<file path="src/rtl/tfp2fix_pkg.sv">
// Shared types and width helpers for the time-shared tfp2fix converter.
package tfp2fix_pkg;

  // Widest channel tag the tag pipe can carry; CW must not exceed it.
  localparam int TAG_CW = 8;

  typedef struct packed {
    logic              vld;
    logic [TAG_CW-1:0] chan;
  } tag_t;

  // Mantissa width plus the largest left shift the exponent can request.
  function automatic int fix_width(input int tfp_w, input int exp_w);
    return tfp_w - exp_w + (1 << exp_w) - 1;
  endfunction

endpackage

</file>
<file path="src/rtl/tfp2fix.sv">
// Trivial-float to fixed converter: sign-extended mantissa << exponent, PIPELINE register stages.
module tfp2fix #(
  parameter int TFP_WIDTH = 8,
  parameter int EXP_WIDTH = 3,
  parameter int FIX_WIDTH = 12,
  parameter int PIPELINE  = 2
) (
  input  logic                 clk,
  input  logic                 rst,
  input  logic                 clkena,
  input  logic [TFP_WIDTH-1:0] tfp,
  output logic [FIX_WIDTH-1:0] fix
);

  logic signed [FIX_WIDTH-1:0]   mant;
  logic signed [FIX_WIDTH-1:0]   conv;
  logic [PIPELINE-1:0][FIX_WIDTH-1:0] stage;

  assign mant = FIX_WIDTH'($signed(tfp[TFP_WIDTH-1:EXP_WIDTH]));
  assign conv = mant <<< tfp[EXP_WIDTH-1:0];

  always_ff @(posedge clk or posedge rst) begin
    if (rst) stage <= '0;
    else if (clkena) begin
      stage[0] <= conv;
      for (int i = 1; i < PIPELINE; i++) stage[i] <= stage[i-1];
    end
  end

  assign fix = stage[PIPELINE-1];

endmodule

</file>
<file path="src/rtl/tfp2fix_rr_arb.sv">
// Round-robin arbiter: grants the first requester at or above ptr (with wrap) while adv.
module tfp2fix_rr_arb #(
  parameter int CHANNELS = 4,
  parameter int CW       = $clog2(CHANNELS)
) (
  input  logic                clk,
  input  logic                rst,
  input  logic [CHANNELS-1:0] req,
  input  logic                adv,
  output logic [CHANNELS-1:0] gnt,
  output logic [CW-1:0]       gidx,
  output logic                gvld
);

  logic [CW-1:0] ptr;
  logic [CW-1:0] idx;

  always_comb begin
    gnt  = '0;
    gidx = '0;
    gvld = 1'b0;
    idx  = '0;
    for (int i = 0; i < CHANNELS; i++) begin
      idx = CW'((int'(ptr) + i) % CHANNELS);
      if (adv && !gvld && req[idx]) begin
        gvld     = 1'b1;
        gidx     = idx;
        gnt[idx] = 1'b1;
      end
    end
  end

  // A grant is always a transfer: gnt drives in_ready directly.
  always_ff @(posedge clk or posedge rst) begin
    if (rst)       ptr <= '0;
    else if (gvld) ptr <= (gidx == CW'(CHANNELS-1)) ? '0 : gidx + CW'(1);
  end

endmodule

</file>
<file path="src/rtl/tfp2fix_sched.sv">
// Shares one pipelined tfp2fix among CHANNELS valid/ready sources; the channel tag rides alongside.
module tfp2fix_sched
  import tfp2fix_pkg::*;
#(
  parameter int CHANNELS  = 4,
  parameter int TFP_WIDTH = 8,
  parameter int EXP_WIDTH = 3,
  parameter int FIX_WIDTH = fix_width(TFP_WIDTH, EXP_WIDTH),
  parameter int PIPELINE  = 2,
  parameter int CW        = $clog2(CHANNELS)
) (
  input  logic                               rst,
  input  logic                               clk,
  input  logic [CHANNELS-1:0][TFP_WIDTH-1:0] in_data,
  input  logic [CHANNELS-1:0]                in_valid,
  output logic [CHANNELS-1:0]                in_ready,
  output logic [FIX_WIDTH-1:0]               out_data,
  output logic [CW-1:0]                      out_chan,
  output logic                               out_valid,
  input  logic                               out_ready
);

  if (PIPELINE < 1) begin : g_bad_pipeline
    $error("tfp2fix_sched: PIPELINE must be >= 1");
  end
  if (CHANNELS < 2 || CW > TAG_CW) begin : g_bad_channels
    $error("tfp2fix_sched: CHANNELS out of range");
  end

  tag_t [PIPELINE-1:0] tag_pipe;
  logic                en;
  logic                adv;
  logic                gvld;
  logic [CW-1:0]       gidx;
  logic                unused_chan_bits;

  assign out_valid        = tag_pipe[PIPELINE-1].vld;
  assign out_chan         = tag_pipe[PIPELINE-1].chan[CW-1:0];
  assign unused_chan_bits = ^tag_pipe[PIPELINE-1].chan;
  assign adv              = ~(out_valid & ~out_ready);

  // Holds off arbitration for one cycle after reset release.
  always_ff @(posedge clk or posedge rst) begin
    if (rst) en <= 1'b0;
    else     en <= 1'b1;
  end

  tfp2fix_rr_arb #(.CHANNELS(CHANNELS), .CW(CW)) u_arb (
    .clk  (clk),
    .rst  (rst),
    .req  (in_valid & {CHANNELS{en}}),
    .adv  (adv),
    .gnt  (in_ready),
    .gidx (gidx),
    .gvld (gvld)
  );

  // Bubbles advance with the pipe and freeze with it; they are never squeezed out.
  always_ff @(posedge clk or posedge rst) begin
    if (rst) tag_pipe <= '0;
    else if (adv) begin
      tag_pipe[0] <= '{vld: gvld, chan: TAG_CW'(gidx)};
      for (int i = 1; i < PIPELINE; i++) tag_pipe[i] <= tag_pipe[i-1];
    end
  end

  tfp2fix #(
    .TFP_WIDTH (TFP_WIDTH),
    .EXP_WIDTH (EXP_WIDTH),
    .FIX_WIDTH (FIX_WIDTH),
    .PIPELINE  (PIPELINE)
  ) u_conv (
    .clk    (clk),
    .rst    (rst),
    .clkena (adv),
    .tfp    (in_data[gidx]),
    .fix    (out_data)
  );

endmodule
</file>
<file path="config.mk">
export PLATFORM = sky130hd
export DESIGN_NAME = tfp2fix_sched
export DESIGN_NICKNAME = d
export VERILOG_FILES = /design/src/rtl/tfp2fix_pkg.sv /design/src/rtl/tfp2fix.sv /design/src/rtl/tfp2fix_rr_arb.sv /design/src/rtl/tfp2fix_sched.sv
export SDC_FILE = /design/constraint.sdc
export NUM_CORES = 1
export LEC_CHECK = 0
export BUFFER_PORTS_ARGS = -buffer_cell sky130_fd_sc_hd__buf_2
export CORE_AREA = 2 2 100 102
export DETAILED_ROUTE_END_ITERATION = 12
export DIE_AREA = 0 0 102 104
export GPL_TIMING_DRIVEN = 0
export RECOVER_POWER = 50
export SYNTH_ARGS = -nofsm -noshare
export SYNTH_HDL_FRONTEND = slang
export SYNTH_HIERARCHICAL = 1
export SYNTH_SLANG_ARGS = --single-unit
</file>
<file path="constraint.sdc">
create_clock -name clk -period 4.37 [get_ports clk]
set_input_delay 0.2185 -clock clk [delete_from_list [all_inputs] [get_ports clk]]
set_output_delay 0.2185 -clock clk [all_outputs]
set_load 0.01 [all_outputs]
</file>
# Word-level counts from Yosys, hierarchy flattened
# Cells that the tools add are included.
# totals
out_inout_bits	19
elab_cells	75
inputBits	39
reg_bits	33
# classes
reduce_logical	14
addsub	4
n_mux	31
shifts	1
eq_ne	1
bitwise_logic	7
order_cmp	9
# ops
cell	count
$bmux 8 s2	1
$mux 4	4
$lt 2x3->1 const B	5
$mux 1	12
$or 4x4->4	3
$sshl 5x3->12	1
$logic_and 1x1->1	11
$mux 2	5
$bmux 1 s2	4
$demux 1 s2	4
$ge 2x1->1 const B	4
$mux 8	1
$add 2x1->2 const B	2
$add 2x2->2 const B	2
$and 4x4->4	1
$logic_not 1->1	3
$eq 2x2->1 const B	1
$not 1->1	2
$and 1x1->1	1

# Longest topological paths before layout
# Gate-level depths: netlist of the first run.
# depth
ltp_word	20
mapped_depth	14

# Modules after synthesis
# The synthesis of the first run kept the hierarchy.
# modules_own_cells
mod	seq_area_each_um2	n_inst	area_each_um2	cells_each
tfp2fix	600.6	1	1214.9	106
tfp2fix_rr_arb	50.0	1	639.4	68
tfp2fix_sched	175.2	1	496.7	34

# Worst setup path before layout of the first run
# No wires, ideal clock.
# synth_path
path_kind	reg2reg
startpoint	reg u_arb.ptr[1]
endpoint	reg u_conv/stage[9] (netlist name)
slack_ns	0.671
path_buffers	3
t_arrival_ns	3.574
synth_period_minus_slack_ns	3.699
path_stages_with_launch	13
path_cell_list	dfrtp_1 -> clkbuf_1 -> inv_1 -> ha_1 -> mux4_2 -> o2111a_1 -> or2_2 -> buf_6 -> mux4_2 -> buf_6 -> mux2i_1 -> a31oi_1 -> mux2_2
# synth_via
elab_chain_len	19
# synth_lines
item	line	text
start, declared	tfp2fix_rr_arb.sv:15	logic [CW-1:0] ptr;
start signal, assigned	tfp2fix_rr_arb.sv:36	else if (gvld) ptr <= (gidx == CW'(CHANNELS-1)) ? '0 : gidx + CW'(1);
$bmux 1 s2	tfp2fix_rr_arb.sv:25	if (adv && !gvld && req[idx]) begin
$mux 1 (implied by the code)	tfp2fix_rr_arb.sv:25	
$logic_and 1x1->1	tfp2fix_rr_arb.sv:25	
$mux 1	tfp2fix_rr_arb.sv:25	
$logic_not 1->1	tfp2fix_rr_arb.sv:25	
$logic_and 1x1->1 (2 in series)	tfp2fix_rr_arb.sv:25	
$mux 1	tfp2fix_rr_arb.sv:25	
$logic_not 1->1	tfp2fix_rr_arb.sv:25	
$logic_and 1x1->1 (2 in series)	tfp2fix_rr_arb.sv:25	
$mux 1	tfp2fix_rr_arb.sv:25	
$logic_not 1->1	tfp2fix_rr_arb.sv:25	
$logic_and 1x1->1 (2 in series)	tfp2fix_rr_arb.sv:25	
$mux 2 (*)	tfp2fix_rr_arb.sv:25	
net gidx[0]	tfp2fix_sched.sv:34	logic [CW-1:0] gidx;
$bmux 8 s2 (*)	tfp2fix_sched.sv:76	.tfp (in_data[gidx]),
$mux 8 (implied by the code) (*)	tfp2fix_sched.sv:76	
$sshl 5x3->12 (*)	tfp2fix.sv:20	assign conv = mant <<< tfp[EXP_WIDTH-1:0];
end, declared	tfp2fix.sv:17	logic [PIPELINE-1:0][FIX_WIDTH-1:0] stage;
# Mark *: on every way through the listed nets, which the timed path passes. The rest lies on a longest branch. The select of a mux whose other input is x is not followed.
# A chain may end at the register's enable or synchronous reset.

# Final worst setup path of the first run
# layout_path
startpoint	reg u_arb.ptr[1]
endpoint	reg u_conv/stage[7] (netlist name)
# The elaborated chain is that of the path after synthesis.

==> results of run 1 <==
-- report_power, final --
| group | internal, W | leakage (nW) | switching [W] |
|---|---|---|---|
| clock | 0.000142 | 0.0542 | 0.000107 |
| sequential | 0.000451 | 0.409 | 0.0000892 |
| combinational | 0.000760 | 0.873 | 0.000751 |
| total | 0.00135 | 1.34 | 0.000946 |
-- per-stage QoR --
stage | cell area, µm² | cells | util, % | worst slack [ns]
5_1_grt | 2890 | 406 | 30.3 | 0.0397
2_1_floorplan | 2350 | 208 | - | 0.671
6_report | 2890 | 406 | 30.3 | 0.321
4_1_cts | 2910 | 407 | 30.5 | 0.152
3_5_place_dp | 2800 | 398 | 29.4 | 0.177
3_3_place_gp | 2800 | 398 | 29.4 | 0.259
-- flip-flops by register name (all words and copies together) (netlist names), named ones only --
signal,count
u_conv/fix,12
u_conv/stage,12
tag_pipe,3
out_chan,2
en,1
out_valid,1
u_arb/ptr,1
-- Yosys cell counts, types with 2 or more instances --
library cell  count  area [µm²]
o21ai_0           3        15.0
nor2_1            5        18.8
inv_1            19        71.3
o221ai_1          3        26.3
dfrtp_1          33         826
clkbuf_1          3        11.3
a211oi_1          2        15.0
mux4_2           11         248
buf_4            14         105
mux2_2           22         248
o211ai_1          4        30.0
or2_2             2        12.5
nand2b_1          4        25.0
a21oi_1           3        15.0
a22o_1            3        26.3
nor2b_1           3        18.8
and2_1            5        31.3
o22ai_1           5        31.3
mux2i_1          10         100
ha_1              8         100
buf_6             5        56.3
nand2_1           9        33.8
a222oi_1          4        40.0
buf_2             4        20.0
-- cell type report --
type	instances	share of cell area (%)
Sequential cell	33	28.6
Clock inverter	1	0.173
Timing Repair Buffer	58	9.53
Multi-Input combinational cell	129	43.5
Tap cell	133	5.76
Buffer	26	6.67
Clock buffer	7	3.33
Inverter	19	2.47
-- worst max-delay path: cells and delay by family (launching register included) --
family,cells,cell delay (ns)
and+or+nand+nor,2,0.53
AOI/OAI and AO/OA,2,0.25
DFF,1,0.57
muxes,4,1.62
buffers and inverters,2,0.49
adders and majority gates,1,0.46
-- kinds of logic after synthesis --
kind of cell             synth area share (%)
AO/OA/AOI/OAI                            14.3
XOR/XNOR                                0.373
adder cells (fa/ha/maj)                  4.26
buffers and inverters                    11.4
flip-flops                               35.1
multiplexers                             25.3
other                                   0.160
AND/OR/NAND/NOR                          8.99
-- per-layer routing --
metal / track usage (%) / part of all wire (%) / vias to the layer above / wire, µm
met1: 14.9 / 49 / 859 / 2470
met3: 2.08 / 6.6 / 4 / 337
met2: 14.3 / 44 / 65 / 2220
li1: - / - / 875 / -
met5: 0 / 0 / - / 0
met4: 3.52 / 1.2 / 0 / 62
-- repair_timing --
action,in CTS,in global routing
hold buffers,1,0
endpoints found under the hold margin,9,0
endpoints found under the setup margin,0,6
gates resized for setup,0,0
-- path summary, 6_finish.rpt --
path,slack [ns],to,from
min,0.39,u_arb/ptr[1],rst
min reg2reg,0.49,out_valid,tag_pipe[8]
max in group asynchronous,3.11,u_conv/fix[0],rst
max reg2reg,0.32,u_conv/stage[7],u_arb/ptr[1]
min in group clk,0.49,out_valid,tag_pipe[8]
max,0.32,u_conv/stage[7],u_arb/ptr[1]
==> metrics.md, run 1 <==
| Metric | Value |
|---|---|
| Critical path arrival | 4.20 ns |
| Clk slew on worst S/H paths | 0.06 ns |
| TritonCTS clock tree | done |
| Max Cap Violations | 0 |
| Final setup viols | 0 |
| Detailed Route WL | 5090 µm |
| Max Freq | 247 MHz |
| Core area | 0.00955 mm² |
| Max Clock Skew | 0.00656 ns |
| First-pass GRT wire length | 8680 µm |
| Standard-cell rows | 36 |
| CP dominant cell by count | mux4_2 |
| Worst skew pair latency | 0.28 ns |
| Worst Reg2Reg Path Length in Cells | 11 |
| Antenna violations before repair | 0 |
| Post-DR wirelength/cell | 12.5 µm |
| Hold crit path type | input port to async pin |
| Synth Net Count | 255 |
| Die Area | 0.0106 mm² |
| Die Span Y | 104 µm |
| CP cell instances | inv_1 > ha_1 > mux4_2 > and4bb_1 > a21oi_2 > nand2_1 > clkbuf_2 > mux4_2 > mux2_2 > mux2i_1 > o211ai_1 |
| Vias in the first global route | 1787 |
| Most common cell after layout, fill and taps aside | buf_2 |
| Slew headroom | 41.9% |
| Antenna-violating nets left | 0 |
| Pin count of the biggest net entering global routing | 25 |
| Fillers | 1065 |
| Layout Nets | 319 |
| Yosys cell types | 48 |
| Hold WS | 0.389 ns |
| Most frequent cells in the layout | 44 x buf_2, 33 x dfrtp_1, 22 x mux2_2 |
| Post-synth EDFFs | 0 |
| # DRC | 0 |
| Area grow syn2layout | 22.9% |
| Minimum clock period | 4.05 ns |
| Reg area | 826 µm² |
| Fraction of layout cells with a size suffix above 1 | 42.1% |
| Leakage | 1.34 nW |
| Final clock period utilization by the worst path | 92.7% |
| Buffers on Ports | 57 |
| Least-Margin Pin Slew | 0.871 ns |
| Slew Viols, Final | 0 |
| Cell area power density | 796 mW/mm² |
| I/O Pins | 58 |
| Status | complete, no violations |
| Slowest cell on crit path | mux4_2 |
| Longest Clk Path Bufs | 2 |
| Global Route Usage Sum | 10.0% |
| Seq cells post-synth | 33 |
| Area taken by multi-input logic gates | 0.00126 mm² |
| Async set-reset flop share out of synthesis | 100% |
| Synth Instances | 208 |
| Pre-antenna DRT Iters | 5 |
| Clk sinks | 33 |
| Diodes inserted | 0 |
| Seq/Total Area, Yosys | 35.1% |
| Total power | 0.00230 W |
| Vias/cell | 4.44 |
| Initial Utilization | 24.6% |
| RSZ-0062 raised after global routing | false |
| Mapped Avg Cell Area | 11.3 µm² |
| Final TNS setup | 0 ns |
| Worst stage delay on the critical path | 0.61 ns |
| CP required | 4.52 ns |
| Clock root cell | clkbuf_8 |
| Most used DFF post-synth | dfrtp_1 |
| Synth Warn # | 6 |
| Worst setup EP type | flop |
| CTS Buf Count | 5 |
| H-tree levels | 2 |
| Detailed Route Iter0 Violations | 103 |
| VDD IR max | 0.000286 V |
| Hpwl dp | 4070 µm |
| Crit start category | flop |
| Final hold violation count | 0 |
| Via count | 1803 |
| Routability cong. | 0.774 |
| Post-CTS Setup Repair Bufs | 0 |
| Die Width | 102 µm |
| Setup CP Type | flop to flop |
| Max Fanout on Critical Path | 11 |
| Total gr overflow | 0 |
| Mapped cell area | 0.00235 mm² |
No activity file was read; power rests on OpenSTA's default activity.
==> run 2, diff against run 1 <==
--- a/config.mk
+++ b/config.mk
@@ -5,10 +5,10 @@
 export SDC_FILE = /design/constraint.sdc
 export NUM_CORES = 1
 export LEC_CHECK = 0
-export BUFFER_PORTS_ARGS = -buffer_cell sky130_fd_sc_hd__buf_2
 export CORE_AREA = 2 2 100 102
 export DETAILED_ROUTE_END_ITERATION = 12
 export DIE_AREA = 0 0 102 104
+export DONT_BUFFER_PORTS = 1
 export GPL_TIMING_DRIVEN = 0
 export RECOVER_POWER = 50
 export SYNTH_ARGS = -nofsm -noshare
==> constraint.sdc (replaced) <==
create_clock -name clk -period 4.3 [get_ports clk]
set_input_delay 0.86 -clock clk [delete_from_list [all_inputs] [get_ports clk]]
set_output_delay 0.86 -clock clk [all_outputs]
set_load 0.01 [all_outputs]
==> metrics.md, run 2 (synthesis gave the netlist of run 1 again) <==
| Metric | Value |
|---|---|
| H-tree levels | 2 |
| VDD IR max | 0.000274 V |
| Detailed Route WL | 4910 µm |
| Max Clock Skew | 0.00528 ns |
| Final setup viols | 0 |
| Final TNS setup | 0 ns |
| Crit start category | flop |
| Worst skew pair latency | 0.28 ns |
| Clock root cell | clkbuf_8 |
| Slew headroom | 40.0% |
| Buffers on Ports | 0 |
| Vias/cell | 4.56 |
| Slew Viols, Final | 0 |
| Hpwl dp | 3890 µm |
| Pin count of the biggest net entering global routing | 25 |
| Post-CTS Setup Repair Bufs | 0 |
| Post-DR wirelength/cell | 14.1 µm |
| Worst setup EP type | flop |
| Max Cap Violations | 0 |
| Most common cell after layout, fill and taps aside | dfrtp_1 |
| Pre-antenna DRT Iters | 4 |
| Diodes inserted | 0 |
| First-pass GRT wire length | 8310 µm |
| Final hold violation count | 0 |
| Core area | 0.00955 mm² |
| Minimum clock period | 4.01 ns |
| Worst r2r src | u_arb/ptr[1] |
| Initial Utilization | 24.6% |
| CP required | 4.46 ns |
| Layout Nets | 262 |
| Status | complete, no violations |
| Fillers | 1042 |
| Setup CP Type | flop to flop |
| Clk sinks | 33 |
| Most frequent cells in the layout | 33 x dfrtp_1, 22 x mux2_2, 19 x inv_1 |
| CTS Buf Count | 5 |
| Hold crit path type | input port to async pin |
| # DRC | 0 |
| Standard-cell rows | 36 |
| Leakage | 1.12 nW |
| Reg area | 826 µm² |
| Longest Clk Path Bufs | 2 |
| Detailed Route Iter0 Violations | 137 |
| Fin area | 0.00258 mm² |
| Die Width | 102 µm |
| Max Freq | 249 MHz |
| Antenna-violating nets left | 0 |
| Area taken by multi-input logic gates | 0.00126 mm² |
| Vias in the first global route | 1658 |
| Area grow syn2layout | 9.95% |
| Critical path arrival | 4.17 ns |
| Fraction of layout cells with a size suffix above 1 | 32.9% |
| Worst setup path startpoint | u_arb/ptr[1] |
| Max Fanout on Critical Path | 9 |
| Via count | 1590 |
| Post-place instance area | 0.00252 mm² |
| Cell area power density | 863 mW/mm² |
| Routability cong. | 0.808 |
| Hold_buf cts | 0 |
| Die Span Y | 104 µm |
| TritonCTS clock tree | done |
| PostCTS Resize Cnt | 0 |
| Setup ws final | 0.291 ns |
| Post-route core utilization | 27.1% |
| Clk slew on worst S/H paths | 0.07 ns |
| Total gr overflow | 0 |
| Least-Margin Pin Slew | 0.900 ns |
| Final clock period utilization by the worst path | 93.2% |
| I/O Pins | 58 |
| Antenna violations before repair | 0 |
| Hold WS | 0.307 ns |
| RSZ-0062 raised after global routing | false |
| Global Route Usage Sum | 9.79% |
| Pre-CTS setup slack | 0.110 ns |
| Die Area | 0.0106 mm² |
-- run 2: cell types whose count changed in the layout (fill, tap and decap cells not counted) --
cell	previous run	this run
clkinv_2	1	2
and4bb_2	0	1
dlygate4sd3_1	1	0
and4bb_1	1	0
buf_4	14	10
clkbuf_1	19	8
clkbuf_8	7	5
clkbuf_2	1	2
buf_2	44	3
-- run 2: routing by layer --
| metal | vias to the layer above | wire [µm] | track usage (%) |
|---|---|---|---|
| li1 | 759 | - | - |
| met1 | 775 | 2420 | 14.0 |
| met2 | 49 | 2130 | 14.1 |
| met3 | 7 | 280 | 2.76 |
| met4 | 0 | 76 | 3.43 |
| met5 | - | 0 | 0 |
-- run 2: metrics by stage --
| step | std cells | power [W] |
|---|---|---|
| 2_1_floorplan | 208 | 0.00177 |
| 3_3_place_gp | 341 | 0.00201 |
| 3_5_place_dp | 341 | 0.00203 |
| 4_1_cts | 349 | 0.00226 |
| 5_1_grt | 349 | 0.00242 |
| 6_report | 349 | 0.00223 |
-- run 2: where the power goes --
group / switching (W) / internal (W)
combinational: 0.000758 / 0.000713
sequential: 0.0000811 / 0.000458
clock: 0.000109 / 0.000112
total: 0.000947 / 0.00128
-- run 2: critical path: stages (launching register included) --
cell	delay (ns)
dfrtp_1	0.42
clkbuf_2	0.23
inv_1	0.15
ha_1	0.43
mux4_2	0.61
o2111a_1	0.32
or2_2	0.31
buf_6	0.16
mux4_2	0.51
mux2_2	0.33
mux2i_1	0.26
o211ai_1	0.13
-- run 2: layout make-up --
class                           count  area share [%]
Buffer                             27            7.07
Clock buffer                        6            2.81
Clock inverter                      2           0.387
Inverter                           19            2.76
Multi-Input combinational cell    129            48.6
Sequential cell                    33            31.9
Tap cell                          133            6.44
-- run 2: final timing paths --
path,slack [ns],depth (start not counted),to
setup reg to reg,0.29,11,u_conv/stage[7]
max in group asynchronous,3.08,1,u_conv/stage[1]
min in group clk,0.48,1,out_valid
setup / recovery,0.29,11,u_conv/stage[7]
hold reg to reg,0.48,1,out_valid
hold / removal,0.31,1,u_arb/ptr[1]
==> run 3, diff against run 2 <==
--- a/config.mk
+++ b/config.mk
@@ -5,9 +5,9 @@
 export SDC_FILE = /design/constraint.sdc
 export NUM_CORES = 1
 export LEC_CHECK = 0
-export CORE_AREA = 2 2 100 102
+export CORE_AREA = 4 4 102 104
 export DETAILED_ROUTE_END_ITERATION = 12
-export DIE_AREA = 0 0 102 104
+export DIE_AREA = 0 0 106 108
 export DONT_BUFFER_PORTS = 1
 export GPL_TIMING_DRIVEN = 0
 export RECOVER_POWER = 50
==> metrics.md, run 3 (synthesis gave the netlist of run 1 again) <==
| Metric | Value |
|---|---|
| Clock root cell | clkbuf_8 |
| Die Span Y | 108 µm |
| Pre-antenna DRT Iters | 6 |
| CTS Buf Count | 5 |
| Least-Margin Pin Slew | 0.877 ns |
| Area grow syn2layout | 9.74% |
| Slew headroom | 41.5% |
| I/O Pins | 58 |
| TritonCTS clock tree | done |
| Detailed Route WL | 5310 µm |
| PostCTS Resize Cnt | 0 |
| Via count | 1632 |
| Most frequent cells in the layout | 33 x dfrtp_1, 22 x mux2_2, 19 x inv_1 |
| Post-DR wirelength/cell | 15.3 µm |
| Setup CP Type | flop to flop |
| Fin area | 0.00258 mm² |
| Die Width | 106 µm |
| DP Cell Count | 341 |
| Max Cap Violations | 0 |
| Status | complete, no violations |
| Pin count of the biggest net entering global routing | 25 |
| Max Freq | 245 MHz |
| Vias in the first global route | 1729 |
| Total gr overflow | 0 |
| Final hold violation count | 0 |
| Initial Utilization | 24.6% |
| Die Area | 0.0114 mm² |
| Routability cong. | 0.794 |
| Vias/cell | 4.69 |
| Buffers on Ports | 0 |
| RSZ-0062 raised after global routing | false |
| Detailed Route Iter0 Violations | 91 |
| Core area | 0.00955 mm² |
| First-pass GRT wire length | 8750 µm |
| Worst setup EP type | flop |
| VDD IR max | 0.000300 V |
| Final clock period utilization by the worst path | 94.8% |
| Worst skew pair latency | 0.28 ns |
| Clk sinks | 33 |
| Global Route Usage Sum | 9.62% |
| Most common cell after layout, fill and taps aside | dfrtp_1 |
| Max Clock Skew | 0.00562 ns |
| Longest Clk Path Bufs | 2 |
| Antenna-violating nets left | 0 |
| Standard-cell rows | 36 |
| CP required | 4.44 ns |
| Hold crit path type | input port to async pin |
| # DRC | 0 |
| Final Instance Count excl. Fillers | 348 |
| Clk slew on worst S/H paths | 0.06 ns |
| Diodes inserted | 0 |
| Final setup viols | 0 |
| Hold_buf cts | 0 |
| Hpwl dp | 4240 µm |
| Fraction of layout cells with a size suffix above 1 | 32.1% |
| Max Fanout on Critical Path | 11 |
| Cell area power density | 865 mW/mm² |
| Slew Viols, Final | 0 |
| Leakage | 1.12 nW |
| Antenna violations before repair | 0 |
| Post-place instance area | 0.00252 mm² |
| Layout Nets | 261 |
| Minimum clock period | 4.08 ns |
| H-tree levels | 2 |
| Critical path arrival | 4.21 ns |
| Final TNS setup | 0 ns |
| Crit start category | flop |
## run 3: path summary, 6_finish.rpt
check / startpoint / endpoint / slack (ns) / cells past startpoint
hold / removal: rst / async pin / 0.31 / 1
setup reg to reg: u_arb/ptr[1] / u_conv/stage[4] / 0.22 / 11
hold reg to reg: tag_pipe[8] / out_valid / 0.48 / 1
min in group clk: tag_pipe[8] / out_valid / 0.48 / 1
setup / recovery: u_arb/ptr[1] / u_conv/stage[4] / 0.22 / 11
max in group asynchronous: rst / u_conv/stage[0] / 3.11 / 1
## run 3: layout make-up
cell class                      count  area, µm²
Clock buffer                        6       72.6
Multi-Input combinational cell    129       1260
Clock inverter                      2       10.0
Buffer                             26        178
Sequential cell                    33        826
Inverter                           19       71.3
Tap cell                          133        166
Fill cell                        1041       6970
## run 3: stage by stage
stage / util [%] / total power (W) / hold slack (ns) / setup slack (ns)
after floorplan: - / 0.00177 / 0.433 / 0.601
after global placement: 26.4 / 0.00200 / 0.454 / 0.213
after detailed placement: 26.4 / 0.00204 / 0.455 / 0.132
after CTS: 27.2 / 0.00227 / 0.298 / 0.108
after global routing: 27.0 / 0.00242 / 0.300 / 0.00243
final: 27.0 / 0.00223 / 0.309 / 0.223
## run 3: layer usage
metal	global-route usage [%]	wire [µm]	up-vias
met2	15.0	2390	60
met1	12.6	2470	799
met3	2.93	373	10
met5	0	0	-
met4	3.70	84	0
li1	-	-	763
## run 3: report_power, final
part	total, W	switching (W)	internal, W	leakage [nW]
clock	0.000219	0.000107	0.000112	0.0450
combinational	0.00146	0.000752	0.000709	0.668
sequential	0.000551	0.0000930	0.000458	0.409
total	0.00223	0.000952	0.00128	1.12
## run 3: repair_timing
action	CTS	global route
hold endpoints to repair	0	0
setup buffers	0	0
endpoints found under the setup margin	0	9
## run 3: critical path: stages (launching register included)
cell and delay, ns:
dfrtp_1 0.60, inv_1 0.21, ha_1 0.47, mux4_2 0.63
o2111a_1 0.34, or2_2 0.32, buf_6 0.16, mux4_2 0.43
buf_2 0.20, mux2_2 0.27, mux2i_1 0.17, o221ai_1 0.13
